--- config.mk ---
export PLATFORM = sky130hd
export DESIGN_NAME = lu_arbiter
export DESIGN_NICKNAME = d
export VERILOG_FILES = /design/src/rtl/lu_arbiter_pkg.sv /design/src/rtl/lu_arbiter_core.sv /design/src/rtl/lu_arbiter.sv
export SDC_FILE = /design/constraint.sdc
export NUM_CORES = 1
export LEC_CHECK = 0
export CAP_MARGIN = 20
export CORE_MARGIN = 2
export CORE_UTILIZATION = 44
export CTS_CLUSTER_SIZE = 25
export DETAILED_ROUTE_END_ITERATION = 10
export GPL_TIMING_DRIVEN = 1
export HOLD_SLACK_MARGIN = 0.02
export PLACE_DENSITY = 0.86
export SLEW_MARGIN = 20
export SYNTH_ARGS = -nofsm -noshare
export SYNTH_HDL_FRONTEND = slang
export SYNTH_HIERARCHICAL = 1
export SYNTH_SLANG_ARGS = --single-unit
--- constraint.sdc ---
create_clock -name clk -period 2.65 [get_ports clk]
set_input_delay 0.53 -clock clk [delete_from_list [all_inputs] [get_ports clk]]
set_output_delay 0.53 -clock clk [all_outputs]
set_load 0.02 [all_outputs]
--- src/rtl/lu_arbiter_pkg.sv ---
// Shared types and constants for the two-requester OR/NOR arbiter.
// Tie-break policy is chosen in lu_arbiter via LU_ARBITER_FIXED_PRIO_EN.
package lu_arbiter_pkg;

    localparam int LU_WIDTH_DEFAULT = 8;

    localparam logic OP_OR  = 1'b0;
    localparam logic OP_NOR = 1'b1;

    typedef enum logic [0:0] {
        IDLE = 1'b0,
        BUSY = 1'b1
    } lu_state_e;

endpackage

--- src/rtl/lu_arbiter_core.sv ---
// Purely combinational WIDTH-wide OR / NOR unit; sel chooses the inversion.
module lu_or_nor_core
    import lu_arbiter_pkg::*;
#(
    parameter int WIDTH = LU_WIDTH_DEFAULT
) (
    input  logic [WIDTH-1:0] a,
    input  logic [WIDTH-1:0] b,
    input  logic             sel,
    output logic [WIDTH-1:0] y
);

    logic [WIDTH-1:0] or_s;

    assign or_s = a | b;

    // Select plain or inverted OR result
    always_comb begin
        if (sel == OP_NOR) begin
            y = ~or_s;
        end else begin
            y = or_s;
        end
    end

endmodule

--- src/rtl/lu_arbiter.sv ---
// Two-requester round-robin arbiter in front of a shared OR/NOR unit.
// Define LU_ARBITER_FIXED_PRIO_EN to make requester 0 win every tie.
module lu_arbiter
    import lu_arbiter_pkg::*;
#(
    parameter int WIDTH = LU_WIDTH_DEFAULT
) (
    input  logic             clk,
    input  logic             rst,
    input  logic             req_valid_0,
    input  logic             req_valid_1,
    output logic             req_ready_0,
    output logic             req_ready_1,
    input  logic [WIDTH-1:0] req_a_0,
    input  logic [WIDTH-1:0] req_b_0,
    input  logic [WIDTH-1:0] req_a_1,
    input  logic [WIDTH-1:0] req_b_1,
    input  logic             req_sel_0,
    input  logic             req_sel_1,
    output logic             rsp_valid,
    input  logic             rsp_ready,
    output logic [WIDTH-1:0] rsp_data,
    output logic             rsp_id,
    output logic [15:0]      op_count
);

    lu_state_e        state_r;
    lu_state_e        state_nxt_s;
    logic             last_grant_r;
    logic             grant_vld_s;
    logic             grant_id_s;
    logic [WIDTH-1:0] rsp_data_r;
    logic             rsp_id_r;
    logic [15:0]      op_count_r;
    logic [WIDTH-1:0] mux_a_s;
    logic [WIDTH-1:0] mux_b_s;
    logic             mux_sel_s;
    logic [WIDTH-1:0] core_y_s;

    // Arbitration and next-state; grants only in IDLE and never under reset
    always_comb begin
        state_nxt_s = state_r;
        grant_vld_s = 1'b0;
        grant_id_s  = 1'b0;
        case (state_r)
            IDLE: begin
                if (rst) begin
                    state_nxt_s = IDLE;
                end else if (req_valid_0 && req_valid_1) begin
                    grant_vld_s = 1'b1;
`ifdef LU_ARBITER_FIXED_PRIO_EN
                    grant_id_s  = 1'b0;
`else
                    grant_id_s  = ~last_grant_r;
`endif
                    state_nxt_s = BUSY;
                end else if (req_valid_0) begin
                    grant_vld_s = 1'b1;
                    grant_id_s  = 1'b0;
                    state_nxt_s = BUSY;
                end else if (req_valid_1) begin
                    grant_vld_s = 1'b1;
                    grant_id_s  = 1'b1;
                    state_nxt_s = BUSY;
                end else begin
                    state_nxt_s = IDLE;
                end
            end
            BUSY: begin
                if (rsp_ready) begin
                    state_nxt_s = IDLE;
                end else begin
                    state_nxt_s = BUSY;
                end
            end
            default: begin
                state_nxt_s = IDLE;
            end
        endcase
    end

    assign req_ready_0 = grant_vld_s & ~grant_id_s;
    assign req_ready_1 = grant_vld_s &  grant_id_s;

    assign mux_a_s   = grant_id_s ? req_a_1   : req_a_0;
    assign mux_b_s   = grant_id_s ? req_b_1   : req_b_0;
    assign mux_sel_s = grant_id_s ? req_sel_1 : req_sel_0;

    lu_or_nor_core #(
        .WIDTH (WIDTH)
    ) u_core (
        .a   (mux_a_s),
        .b   (mux_b_s),
        .sel (mux_sel_s),
        .y   (core_y_s)
    );

    // State, captured result and completion counter
    always_ff @(posedge clk) begin
        if (rst) begin
            state_r      <= IDLE;
            rsp_data_r   <= {WIDTH{1'b0}};
            rsp_id_r     <= 1'b0;
            op_count_r   <= 16'd0;
            last_grant_r <= 1'b1;
        end else begin
            state_r <= state_nxt_s;
            if (grant_vld_s) begin
                rsp_data_r   <= core_y_s;
                rsp_id_r     <= grant_id_s;
                last_grant_r <= grant_id_s;
            end
            if ((state_r == BUSY) && rsp_ready) begin
                op_count_r <= op_count_r + 16'd1;
            end
        end
    end

    assign rsp_valid = (state_r == BUSY);
    assign rsp_data  = rsp_data_r;
    assign rsp_id    = rsp_id_r;
    assign op_count  = op_count_r;

endmodule

# ---- Word level (Yosys, flattened, before mapping)
# Cells that the tools add are included.
dict set report word_totals {
  input_bits 39
  reg_bits 27
  out_inout_bits 28
  wordCells 30
}
dict set report classes {
  bitwise 7
  reduce_logical 2
  muxes 15
  addsub 1
}
# operator count
set ops {}
lappend ops {{8-bit two-way mux} 3}
lappend ops {{16-bit by 1-bit adder with 16-bit output, second input constant} 1}
lappend ops {{1-bit two-way mux} 11}
lappend ops {{8-bit NOT} 1}
lappend ops {{8-bit OR} 1}
lappend ops {{1-bit NOT} 3}
lappend ops {{1-bit AND} 2}
lappend ops {{1-bit logical AND} 2}
lappend ops {{1-bit one-hot mux with 2 select lines} 1}

# ---- Longest topological paths before layout
# Gate-level depths: netlist (run 1).
dict set report logic_depth {
  word_depth 9
  depth_mapped 8
  ltp_nobuf 6
}

# ---- Hierarchy
# The synthesis (run 1) kept the hierarchy.
# mod seq_area_each_um2 n_inst cells_each area_each_um2
set modules_own_cells {}
lappend modules_own_cells {lu_arbiter 540.5 1 137 1312.5}
lappend modules_own_cells {lu_or_nor_core 0.0 1 17 111.4}

# ---- Worst setup path before layout (run 1)
# OpenSTA, ideal clock, no wires.
dict set report synth_path {
  path_type {flip-flop to flip-flop}
  from {register state_r (netlist: rsp_valid)}
  to {register rsp_data_r[0] (netlist: rsp_data[0])}
  t_required_ns 2.533
  arrival_ns 1.891
  period_less_slack_ns 2.008
  slack_ns 0.642
  setup_ns 0.117
  path_buffers 2
  stages_incl_launch_ff 9
  cell_sequence {dfxtp_1 > buf_2 > nor2_1 > nand2_1 > buf_2 > mux2_2 > nor2_1 > xnor2_1 > a22o_1}
}
dict set report synth_between {
  elab_chain_len 5
  word_cells_on_any_way 8
  cone_classes {mux (6); bitwise (2)}
}
# item line_no
set synth_lines {}
lappend synth_lines {{from (decl)} lu_arbiter.sv:27} ;# lu_state_e state_r;
lappend synth_lines {{from (signal assigned)} lu_arbiter.sv:107} ;# state_r <= state_nxt_s;
lappend synth_lines {{1-bit two-way mux (*)} lu_arbiter.sv:45} ;# case (state_r)
lappend synth_lines {{8-bit two-way mux (*)} lu_arbiter.sv:86} ;# assign mux_b_s = grant_id_s ? req_b_1 : req_b_0;
lappend synth_lines {{via mux_b_s[0]} lu_arbiter.sv:36} ;# logic [WIDTH-1:0] mux_b_s;
lappend synth_lines {{8-bit OR (*)} lu_arbiter_core.sv:15} ;# assign or_s = a | b;
lappend synth_lines {{8-bit NOT} lu_arbiter_core.sv:20} ;# y = ~or_s;
lappend synth_lines {{8-bit two-way mux (*)} lu_arbiter_core.sv:19} ;# if (sel == OP_NOR) begin
lappend synth_lines {{via core_y_s[0]} lu_arbiter.sv:38} ;# logic [WIDTH-1:0] core_y_s;
lappend synth_lines {{to (signal assigned)} lu_arbiter.sv:102} ;# rsp_data_r <= {WIDTH{1'b0}};
lappend synth_lines {{to (signal assigned)} lu_arbiter.sv:109} ;# rsp_data_r <= core_y_s;
lappend synth_lines {{to (decl)} lu_arbiter.sv:32} ;# logic [WIDTH-1:0] rsp_data_r;
# Mark *: on every way through the listed nets, which the timed path passes. The rest lies on a longest branch.
# A chain may end at the register's enable or synchronous reset.

# ---- Worst setup path in the final report (run 1)
dict set report layout_path {
  from {input req_valid_0}
  to {output req_ready_0}
}
dict set report layout_between {
  elab_chain_len 6
  word_cells_on_any_way 11
  cone_classes {mux (8); bitwise (2); reduce/logical (1)}
}
# item line_no
set layout_lines {}
lappend layout_lines {{from (decl)} lu_arbiter.sv:10} ;# input logic req_valid_0,
lappend layout_lines {{1-bit two-way mux or 1-bit logical AND (tied branches)} {lu_arbiter.sv:57, lu_arbiter.sv:49}}
lappend layout_lines {{1-bit two-way mux} lu_arbiter.sv:49} ;# end else if (req_valid_0 && req_valid_1) begin
lappend layout_lines {{1-bit two-way mux} lu_arbiter.sv:47} ;# if (rst) begin
lappend layout_lines {{1-bit two-way mux} lu_arbiter.sv:45}
lappend layout_lines {{1-bit NOT} lu_arbiter.sv:82} ;# assign req_ready_0 = grant_vld_s & ~grant_id_s;
lappend layout_lines {{1-bit AND (*)} lu_arbiter.sv:82}
lappend layout_lines {{to (decl)} lu_arbiter.sv:12} ;# output logic req_ready_0,
# Every way passes the cells marked *; elsewhere a longest branch is shown, timed or not.

==> impl_metrics.ini, run 1 <==
[status]
outcome = completed

[setup_path]
reg2reg_from = rsp_valid
crit_path_cell_trace = clkdlybuf4s50_1, a21boi_0, nor4_1, clkdlybuf4s50_1
end_kind = output port
critPathMaxFanout = 3
crit_path_start_kind = input pin
cp_slowest_cell = clkdlybuf4s50_1
max_stage_delay_ns = 0.64
cpMostUsedCell = clkdlybuf4s50_1
r2r-end = rsp_data[1]
path_buf_inv = 2
path_class = input pin to output port
worstPathArrival_ns = 2.04
rrSetupSlack_ns = 0.65
cp_data_required_time_ns = 2.12
r2r_cells = 6
cp_top_family = buffers and inverters

[floorplan]
ios = 67
rows = 20
die_w_um = 60.89
die_h_um = 60.89
initial_utilization = 0.4626
die-area_sq_um = 3707
coreArea_sq_um = 3078

[detailed_routing]
drc = 0
wl_per_cell_um = 14.09
drt_iter0_markers = 45
vias_per_cell = 5.072
drtPass1Iterations = 4
num_vias = 1339
antenna_left = 0
routed_wl_um = 3719

[timing]
setup_viol = 0
rsz0062_at_grt = no
period_share = 0.9707
hold_viol = 0
drv_slew = 0
finalHoldWorstSlack_ns = 0.4760
final.setup_skew_ns = 0.002195
max_freq_mhz = 388.7
worst_pin_slew_ns = 0.9375
slew_headroom = 0.3702
fin_crit_ns = 2.572

[worst_hold_path]
hold_depth = 1
min_from = rsp_id
hold_class = flip-flop to flip-flop
min_to = rsp_id

[finish]
final_common_cell = clkdlybuf4s50_1
fill_cells = 259
synthToLayoutAreaGrowth_pct = 50.97
layout-drive-gt1-share = 0.1273
final_nets = 261
mostFrequentLayoutCells = clkdlybuf4s50_1 (65), nor2_1 (28), dfxtp_1 (27)
finalNonFillerCells = 264
antennaDiodeCount = 0

[yosys]
ys.warnings.count = 6
synth_edf_count = 0
syn_inst = 154
avgSynthCellArea_sq_um = 9.246
async_flop_share = 0
netlist_area_sq_um = 1424
yosysSeqAreaShare = 0.3796
ys.flop_type = dfxtp_1
synthesis.nets = 194
ys_seq_elements = 27
ys_types = 34

[grt]
antenna_found_initial = 0
first_global_vias = 1405
grt_pass1_wl_um = 6168
grt_use_total = 0.2221
grt_max_degree = 21
grt-ovfl-total = 0

[cts]
cts_root_buffer = clkbuf_4
clkTransAtPathRegs_ns = 0.13
clock_path_buffers = 2
clk_latency_ns = 0.32
clock_sinks = 27
h-tree-depth = 1
cts_tree = built
cts_buffers = 3

[placement]
gp_congestion = 0.8493
dpl.cell_count = 260
port_buffers = 66
hpwl_um = 2963

[job]
drv_cap = 0

[power_and_ir_drop]
pwr_density_cell_nw_per_um2 = 393.7
p_total_w = 0.0008462
peakVddDrop_mv = 0.3045
leakage_nw = 0.7794
==> what timing repair did <==
action                     CTS  global route
hold buffers                 0             0
setup buffers                0             0
setup endpoints to repair    1             0
resized for setup            1             0
==> worst max path at each step <==
stage / from / endpoint / slack (ns) / cells past startpoint
finish: req_valid_0 / req_ready_0 / 0.08 / 4
detailed placement: req_valid_1 / req_ready_1 / -0.02 / 5
floorplan: rsp_valid / rsp_data[0] / 0.64 / 8
global placement: req_valid_1 / req_ready_1 / 0.03 / 5
CTS: req_valid_0 / req_ready_0 / 0.08 / 4
global route: req_valid_0 / req_ready_0 / 0.04 / 4
==> layer usage <==
metal / share of wire / vias to the layer above / wire [um] / track usage
met1: 0.42 / 634 / 1578 / 0.2598
met5: 0 / - / 0 / 0
met4: 0.012 / 0 / 44 / 0.04037
met2: 0.53 / 28 / 1969 / 0.4101
li1: - / 673 / - / -
met3: 0.034 / 4 / 127 / 0.05757
==> synthesized netlist by cell type, types with 2 or more instances <==
cell | n | area (sq um)
nor2_1 | 28 | 105.1
dfxtp_1 | 27 | 540.5
mux2_2 | 17 | 191.4
xnor2_1 | 14 | 122.6
a22o_1 | 8 | 70.07
nand2_1 | 6 | 22.52
nand4_1 | 6 | 37.54
xor2_1 | 6 | 52.55
inv_1 | 4 | 15.01
nor4_1 | 4 | 25.02
buf_2 | 3 | 15.01
clkbuf_1 | 3 | 11.26
nand3_1 | 3 | 15.01
nor3_1 | 3 | 15.01
a21o_1 | 2 | 15.01
a21oi_1 | 2 | 10.01
==> registers in the layout, indices dropped and copies added, names as in the netlist <==
signal,count
rsp_data,8
last_grant_r,1
rsp_valid,1
op_count,16
rsp_id,1
==> where the power goes <==
group          internal (W)  total [W]  leakage [nW]  switching [W]
logic              0.000139   0.000232         0.544      0.0000937
clock network     0.0000589   0.000170        0.0150       0.000111
registers          0.000427   0.000444         0.220      0.0000174
total              0.000624   0.000846         0.779       0.000222
==> kinds of logic (layout without fill, tap and decap cells) <==
group	count (synthesis)	count (layout)	share of synthesized area
compound gates	18	18	0.1028
xor+xnor	20	20	0.1230
fa+ha+maj	1	1	0.008786
buf+inv	11	77	0.03690
flops	27	27	0.3796
mux	18	18	0.1415
simple gates	59	59	0.2074
==> through the flow <==
step                      cell area (sq um)  setup WS, ns  utilization  setup TNS (ns)
after floorplan                        1424        0.6425            -               0
after global placement                 2125       0.02522       0.6902               0
after detailed placement               2125      -0.01790       0.6902        -0.01790
after CTS                              2150       0.07711       0.6984               0
after global routing                   2150       0.03901       0.6984               0
final                                  2150       0.07759       0.6984               0
==> worst reg2reg max path: cells and delay by family (launching register included) <==
| kind | cells | cell delay (ns) |
|---|---|---|
| AO/OA/AOI/OAI | 1 | 0.22 |
| buffers and inverters | 1 | 0.25 |
| multiplexers | 1 | 0.48 |
| flip-flops | 1 | 0.57 |
| XOR/XNOR | 1 | 0.17 |
| AND/OR/NAND/NOR | 2 | 0.21 |
==> final cells by class <==
cell class / count / area [sq um] / share of cell area
multi-input cells: 116 / 830.8 / 0.3865
repair buffers: 69 / 681.9 / 0.3172
flip-flops and latches: 27 / 540.5 / 0.2515
well taps: 44 / 55.05 / 0.02561
clock buffers: 4 / 26.28 / 0.01222
inverters: 4 / 15.01 / 0.006985
No activity file was read; power rests on OpenSTA's default activity.
==> inputs of run 2 (changes only) <==
--- a/config.mk
+++ b/config.mk
@@ -5,9 +5,10 @@
 export SDC_FILE = /design/constraint.sdc
 export NUM_CORES = 1
 export LEC_CHECK = 0
+export ABC_AREA = 1
 export CAP_MARGIN = 20
 export CORE_MARGIN = 2
-export CORE_UTILIZATION = 44
+export CORE_UTILIZATION = 46
 export CTS_CLUSTER_SIZE = 25
 export DETAILED_ROUTE_END_ITERATION = 10
 export GPL_TIMING_DRIVEN = 1
==> run 2 against run 1 <==
  * Flip-flop and latch count stayed put
  * Sequential share of layout area down 2.2 points
  * Count of clock-buffer cells in the layout is the same
  * Worst setup slack improved by 0.30 ns
  * Core utilization grew 0.88 points
  * Synthesized cell count increased by 68%
  * Synthesized area increased by 12%
  * Die area up 6.9%
  * First-iteration DRC count is 76% higher
==> impl_metrics.ini, run 2 <==
[grt]
grt_max_degree = 20
grt_use_met3 = 0.03784
grt_use_total = 0.2010
antenna_found_initial = 0
grt-ovfl-total = 0
grt_util_met1 = 0.2138
grt_pass1_wl_um = 6617
use_met2 = 0.3816
busiest_layer = met2
first_global_vias = 1635

[power_and_ir_drop]
seq_power_share = 0.504
clock_power_share = 0.197
p_int_w = 0.0006167
pwr_density_cell_nw_per_um2 = 369.9
peakVddDrop_mv = 0.1562
p_total_w = 0.0008730
leakage_nw = 1.093
p_switching_w = 0.0002563
switching_share = 0.2936
combPwrFrac = 0.299

[setup_path]
crit_path_cell_trace = clkdlybuf4s50_1, or2_2, nand2_2, nor2_2, inv_1, nor2_1, dlymetal6s2s_1
path_class = input pin to output port
cp_slowest_cell = clkdlybuf4s50_1
endpoint = req_ready_0
r2r_cells = 12
path_buf_inv = 3
worstPathArrival_ns = 1.74
r2r-end = rsp_data[5]
cp_top_family = buffers and inverters
end_kind = output port
rrSetupSlack_ns = 1.00
reg2reg_from = last_grant_r
critPathMaxFanout = 3
cp_data_required_time_ns = 2.12
crit_path_start_kind = input pin
cp.depth = 7
max_stage_delay_ns = 0.43
cp-startpoint = req_valid_0

[detailed_routing]
routed_wl_um = 3822
drc = 0
antenna_left = 0
drtPass1Iterations = 4
wl_per_cell_um = 10.16
drt_iter0_markers = 79
num_vias = 1785
vias_per_cell = 4.747

[placement]
hpwl_um = 3089
port_buffers = 66
gp_congestion = 0.7922

[finish]
final_nets = 371
antennaDiodeCount = 0
synthToLayoutAreaGrowth_pct = 47.57
layout-drive-gt1-share = 0.1061
mostFrequentLayoutCells = nand2_1 (106), clkdlybuf4s50_1 (64), nor2_1 (31)
final_common_cell = nand2_1
largest_reg_flops = 16

[cts]
clock_sinks = 27
clock_path_buffers = 2
cts_root_buffer = clkbuf_4
clkTransAtPathRegs_ns = 0.14
cts_buffers = 3
cts_tree = built
h-tree-depth = 1
post_cts_buffers = 0
postCtsHoldBufs = 0
clk_latency_ns = 0.31

[yosys]
synth.top_cell.area_share = 0.3380
ys_types = 26
netlist_top_cells_count = nand2_1 (106), nor2_1 (31), dfxtp_1 (27)
ys_seq_elements = 27
ys.flop_type = dfxtp_1
ys.warnings.count = 6
synth_edf_count = 0
netlist_area_sq_um = 1599
yosysMostFrequentCell = nand2_1
ys_top_cells_by_area = dfxtp_1 (34%), nand2_1 (25%), nor2_1 (7.3%)
async_flop_share = 0
yosysSeqAreaShare = 0.3380
synthesis.nets = 299
synth_top_cell_by_area = dfxtp_1
syn_inst = 259
avgSynthCellArea_sq_um = 6.174

[timing]
worst_pin_slew_ns = 0.4480
setup_tns_ns = 0
drv_slew = 0
max_freq_mhz = 440.2
slew_headroom = 0.7010
hold_viol = 0
setup_viol = 0
final.setup_skew_ns = 0.0008490
period_share = 0.8572
fin_crit_ns = 2.272
rsz0062_at_grt = no

[status]
outcome = completed

[worst_hold_path]
hold_class = flip-flop to flip-flop

[floorplan]
coreArea_sq_um = 3337
die-area_sq_um = 3964
rows = 21
ios = 67
initial_utilization = 0.4792
die_w_um = 62.96
die_h_um = 62.96

[job]
drv_cap = 0
-- run 2: changes by cell type after synthesis, moves of 4 or more --
cell     before  now
nand2_2       0   11
inv_1         4   19
mux2_2       17    0
xnor2_1      14    0
xor2_1        6    0
nand3_1       3   20
nor4_1        4    0
o21ai_0       1    6
a21oi_1       2    9
nand2_1       6  106
nand4_1       6    1
a22o_1        8    0
o21ai_2       0    8
-- run 2: stage by stage --
step	std cells	setup WS, ns	area [sq um]	util	hold slack [ns]
2_1_floorplan	259	0.7730	1599	-	0.4239
6_report	376	0.3784	2360	0.7072	0.4770
5_1_grt	376	0.3091	2360	0.7072	0.5109
4_1_cts	376	0.009992	2355	0.7057	0.4797
3_3_place_gp	372	0.02843	2328	0.6978	0.4536
3_5_place_dp	372	-0.07775	2328	0.6978	0.4601
-- run 2: repair_timing --
item / CTS / global route
setup endpoints to repair: 1 / 2
gates resized for setup: 1 / 2
gates cloned: 0 / 0
-- run 2: cells by family after synthesis --
kind of cell               count (synthesis)  synth area share
buffers and inverters                     28           0.08216
adders and majority gates                  1          0.007823
and+or+nand+nor                          176            0.4624
AOI/OAI and AO/OA                         27            0.1096
DFF                                       27            0.3380
-- run 2: final cells by class --
type | count | area, sq um
Tap cell | 46 | 57.56
Fill cell | 323 | 977.2
Sequential cell | 27 | 540.5
Multi-Input combinational cell | 204 | 927.1
Timing Repair Buffer | 73 | 718.2
Clock buffer | 4 | 26.28
Inverter | 22 | 90.09
-- run 2: worst min path at each step --
stage	from	to	cells past startpoint
after floorplan	last_grant_r	last_grant_r	2
after global placement	rsp_id	rsp_id	2
after detailed placement	rsp_data[2]	rsp_data[2]	2
after CTS	rsp_data[4]	rsp_data[4]	2
after global routing	rsp_data[0]	rsp_data[0]	2
final	rsp_data[4]	rsp_data[4]	2
-- run 2: power groups by stage --
stage          clock (W)  combinational [W]  sequential, W
3_3_place_gp           0           0.000258       0.000448
4_1_cts         0.000181           0.000264       0.000440
6_report        0.000172           0.000261       0.000440
5_1_grt         0.000194           0.000290       0.000442
3_5_place_dp           0           0.000263       0.000449
2_1_floorplan          0           0.000118       0.000469
-- run 2: tightest hold or removal path, stage by stage (launching register included) --
cell	delay (ns)
dfxtp_1	0.33
nand3_1	0.07
nand2_1	0.05
-- run 2: per-layer routing --
layer,vias up,wire length (um)
li1,956,-
met1,757,1541
met2,64,1948
met3,8,252
met4,0,79
met5,-,0
==> inputs of run 3 (changes only) <==
--- a/config.mk
+++ b/config.mk
@@ -8,13 +8,12 @@
 export ABC_AREA = 1
 export CAP_MARGIN = 20
 export CORE_MARGIN = 2
-export CORE_UTILIZATION = 46
+export CORE_UTILIZATION = 43
 export CTS_CLUSTER_SIZE = 25
 export DETAILED_ROUTE_END_ITERATION = 10
 export GPL_TIMING_DRIVEN = 1
 export HOLD_SLACK_MARGIN = 0.02
-export PLACE_DENSITY = 0.86
-export SLEW_MARGIN = 20
+export PLACE_DENSITY = 0.82
 export SYNTH_ARGS = -nofsm -noshare
 export SYNTH_HDL_FRONTEND = slang
 export SYNTH_HIERARCHICAL = 1
==> constraint.sdc (replaced) <==
create_clock -name clk -period 2.57 [get_ports clk]
set_input_delay 0.514 -clock clk [delete_from_list [all_inputs] [get_ports clk]]
set_output_delay 0.514 -clock clk [all_outputs]
set_load 0.02 [all_outputs]
==> run 3 against run 2 <==
  * Clock skew increased by 0.00084 ns
  * Design area rose by 1.2%
  * Sequential share of layout area shrank 0.26 points
  * Non-clock buffer count unchanged
  * Clock power grew 38%
  * Core utilization shrank 4.5 points
  * Critical path depth fell by 2
  * Critical endpoint is now req_ready_1
  * Largest cell class unchanged
  * Largest power group unchanged
  * Highest routed layer unchanged
==> impl_metrics.ini, run 3 (synthesized netlist as in run 2, its figures left out) <==
[status]
outcome = completed

[cts]
clkTransAtPathRegs_ns = 0.09
cts_root_buffer = clkbuf_8
h-tree-depth = 1
postCtsHoldBufs = 0
cts_tree = built
clock_path_buffers = 2
cts_buffers = 3
clk_latency_ns = 0.27
clock_sinks = 27

[setup_path]
rrSetupSlack_ns = 0.89
critPathMaxFanout = 7
end_kind = output port
path_class = input pin to output port
crit_path_cell_trace = clkdlybuf4s50_1, a21boi_0, nand2_1, clkinv_1, dlygate4sd2_1
reg2reg_from = last_grant_r
max_stage_delay_ns = 0.48
worstPathArrival_ns = 1.86
cp-startpoint = req_valid_1
cp_slowest_cell = clkdlybuf4s50_1
crit_path_start_kind = input pin
cp_data_required_time_ns = 2.06

[timing]
fin_crit_ns = 2.375
setup_tns_ns = 0
slew_headroom = 0.8163
max_freq_mhz = 421.0
hold_viol = 0
period_share = 0.9242
setup_viol = 0
drv_slew = 0
rsz0062_at_grt = no
setup_slack_ns = 0.1949
final.setup_skew_ns = 0.001686
worst_pin_slew_ns = 0.2747
finalHoldWorstSlack_ns = 0.4677

[floorplan]
die-area_sq_um = 4222
ios = 67
rows = 22
die_h_um = 64.98
coreArea_sq_um = 3606
die_w_um = 64.98
initial_utilization = 0.4434

[grt]
grt_max_degree = 20
first_global_vias = 1594
grt_pass1_wl_um = 6382
grt-ovfl-total = 0
grt_use_total = 0.1852
antenna_found_initial = 0

[finish]
antennaDiodeCount = 0
multi_input_area_sq_um = 927.1
layout-drive-gt1-share = 0.1091
final_common_cell = nand2_1
final_nets = 371
synthToLayoutAreaGrowth_pct = 49.30
seq_area_sq_um = 540.5
fill_cells = 333
mostFrequentLayoutCells = nand2_1 (106), clkdlybuf4s50_1 (64), nor2_1 (31)
largest_reg_flops = 16
post-route-util = 0.6620

[worst_hold_path]
hold_class = flip-flop to flip-flop
min_from = last_grant_r

[detailed_routing]
antenna_left = 0
drt_iter0_markers = 94
drc = 0
drtPass1Iterations = 4
vias_per_cell = 4.696
num_vias = 1775
wl_per_cell_um = 9.820
routed_wl_um = 3712

[job]
drv_cap = 0

[power_and_ir_drop]
leakage_nw = 1.083
peakVddDrop_mv = 0.2335
pwr_density_cell_nw_per_um2 = 402.7

[placement]
dp_slack_ns = -0.08588
hpwl_um = 3042
port_buffers = 66
gp_congestion = 0.7912
-- run 3: changes by cell type in the layout (fill, tap and decap cells not counted) --
cell and change:
a21boi_0 +1, a21boi_1 -1, buf_12 +1, buf_4 -1, clkbuf_1 -1, clkbuf_4 -3
clkbuf_8 +3, clkinv_2 +1, dlygate4sd2_1 +2, dlymetal6s2s_1 -2
-- run 3: area by class of cell --
type                       instances  share of cell area
multi-input combinational        204              0.3884
timing repair buffer              73              0.3029
sequential                        27              0.2264
inverter                          22             0.03774
tap                               48             0.02516
clock buffer                       3             0.01730
clock inverter                     1            0.002096
-- run 3: worst max-delay path, delay by kind of cell --
family	cells	cell delay (ns)
simple gates	1	0.12
compound gates	1	0.24
buf+inv	3	0.98
-- run 3: through the flow --
step | power, W | cells | cell area, sq um
CTS | 0.0009705 | 378 | 2387
global placement | 0.0007335 | 374 | 2344
floorplan | 0.0006051 | 259 | 1599
detailed placement | 0.0007377 | 374 | 2344
finish | 0.0009614 | 378 | 2387
global route | 0.001017 | 378 | 2387
-- run 3: path summary, 6_finish.rpt --
check	cells after the start	endpoint
max	5	req_ready_1
min reg2reg	2	last_grant_r
max reg2reg	12	rsp_data[5]
min	2	last_grant_r
-- run 3: power breakdown --
group	switching (W)	internal, W
Clock	0.000129	0.000109
Sequential	0.0000135	0.000439
Combinational	0.000134	0.000138
Total	0.000276	0.000685
-- run 3: repair_timing --
action | CTS | global route
setup buffers | 0 | 0
setup endpoints to repair | 2 | 0
resized for setup | 2 | 0
-- run 3: layer usage --
layer  track usage  wire length (um)  share of wire
met1        0.2028              1525           0.41
met2        0.3582              1868           0.50
met3       0.03993               286          0.077
met4       0.04255                31         0.0084
met5             0                 0              0
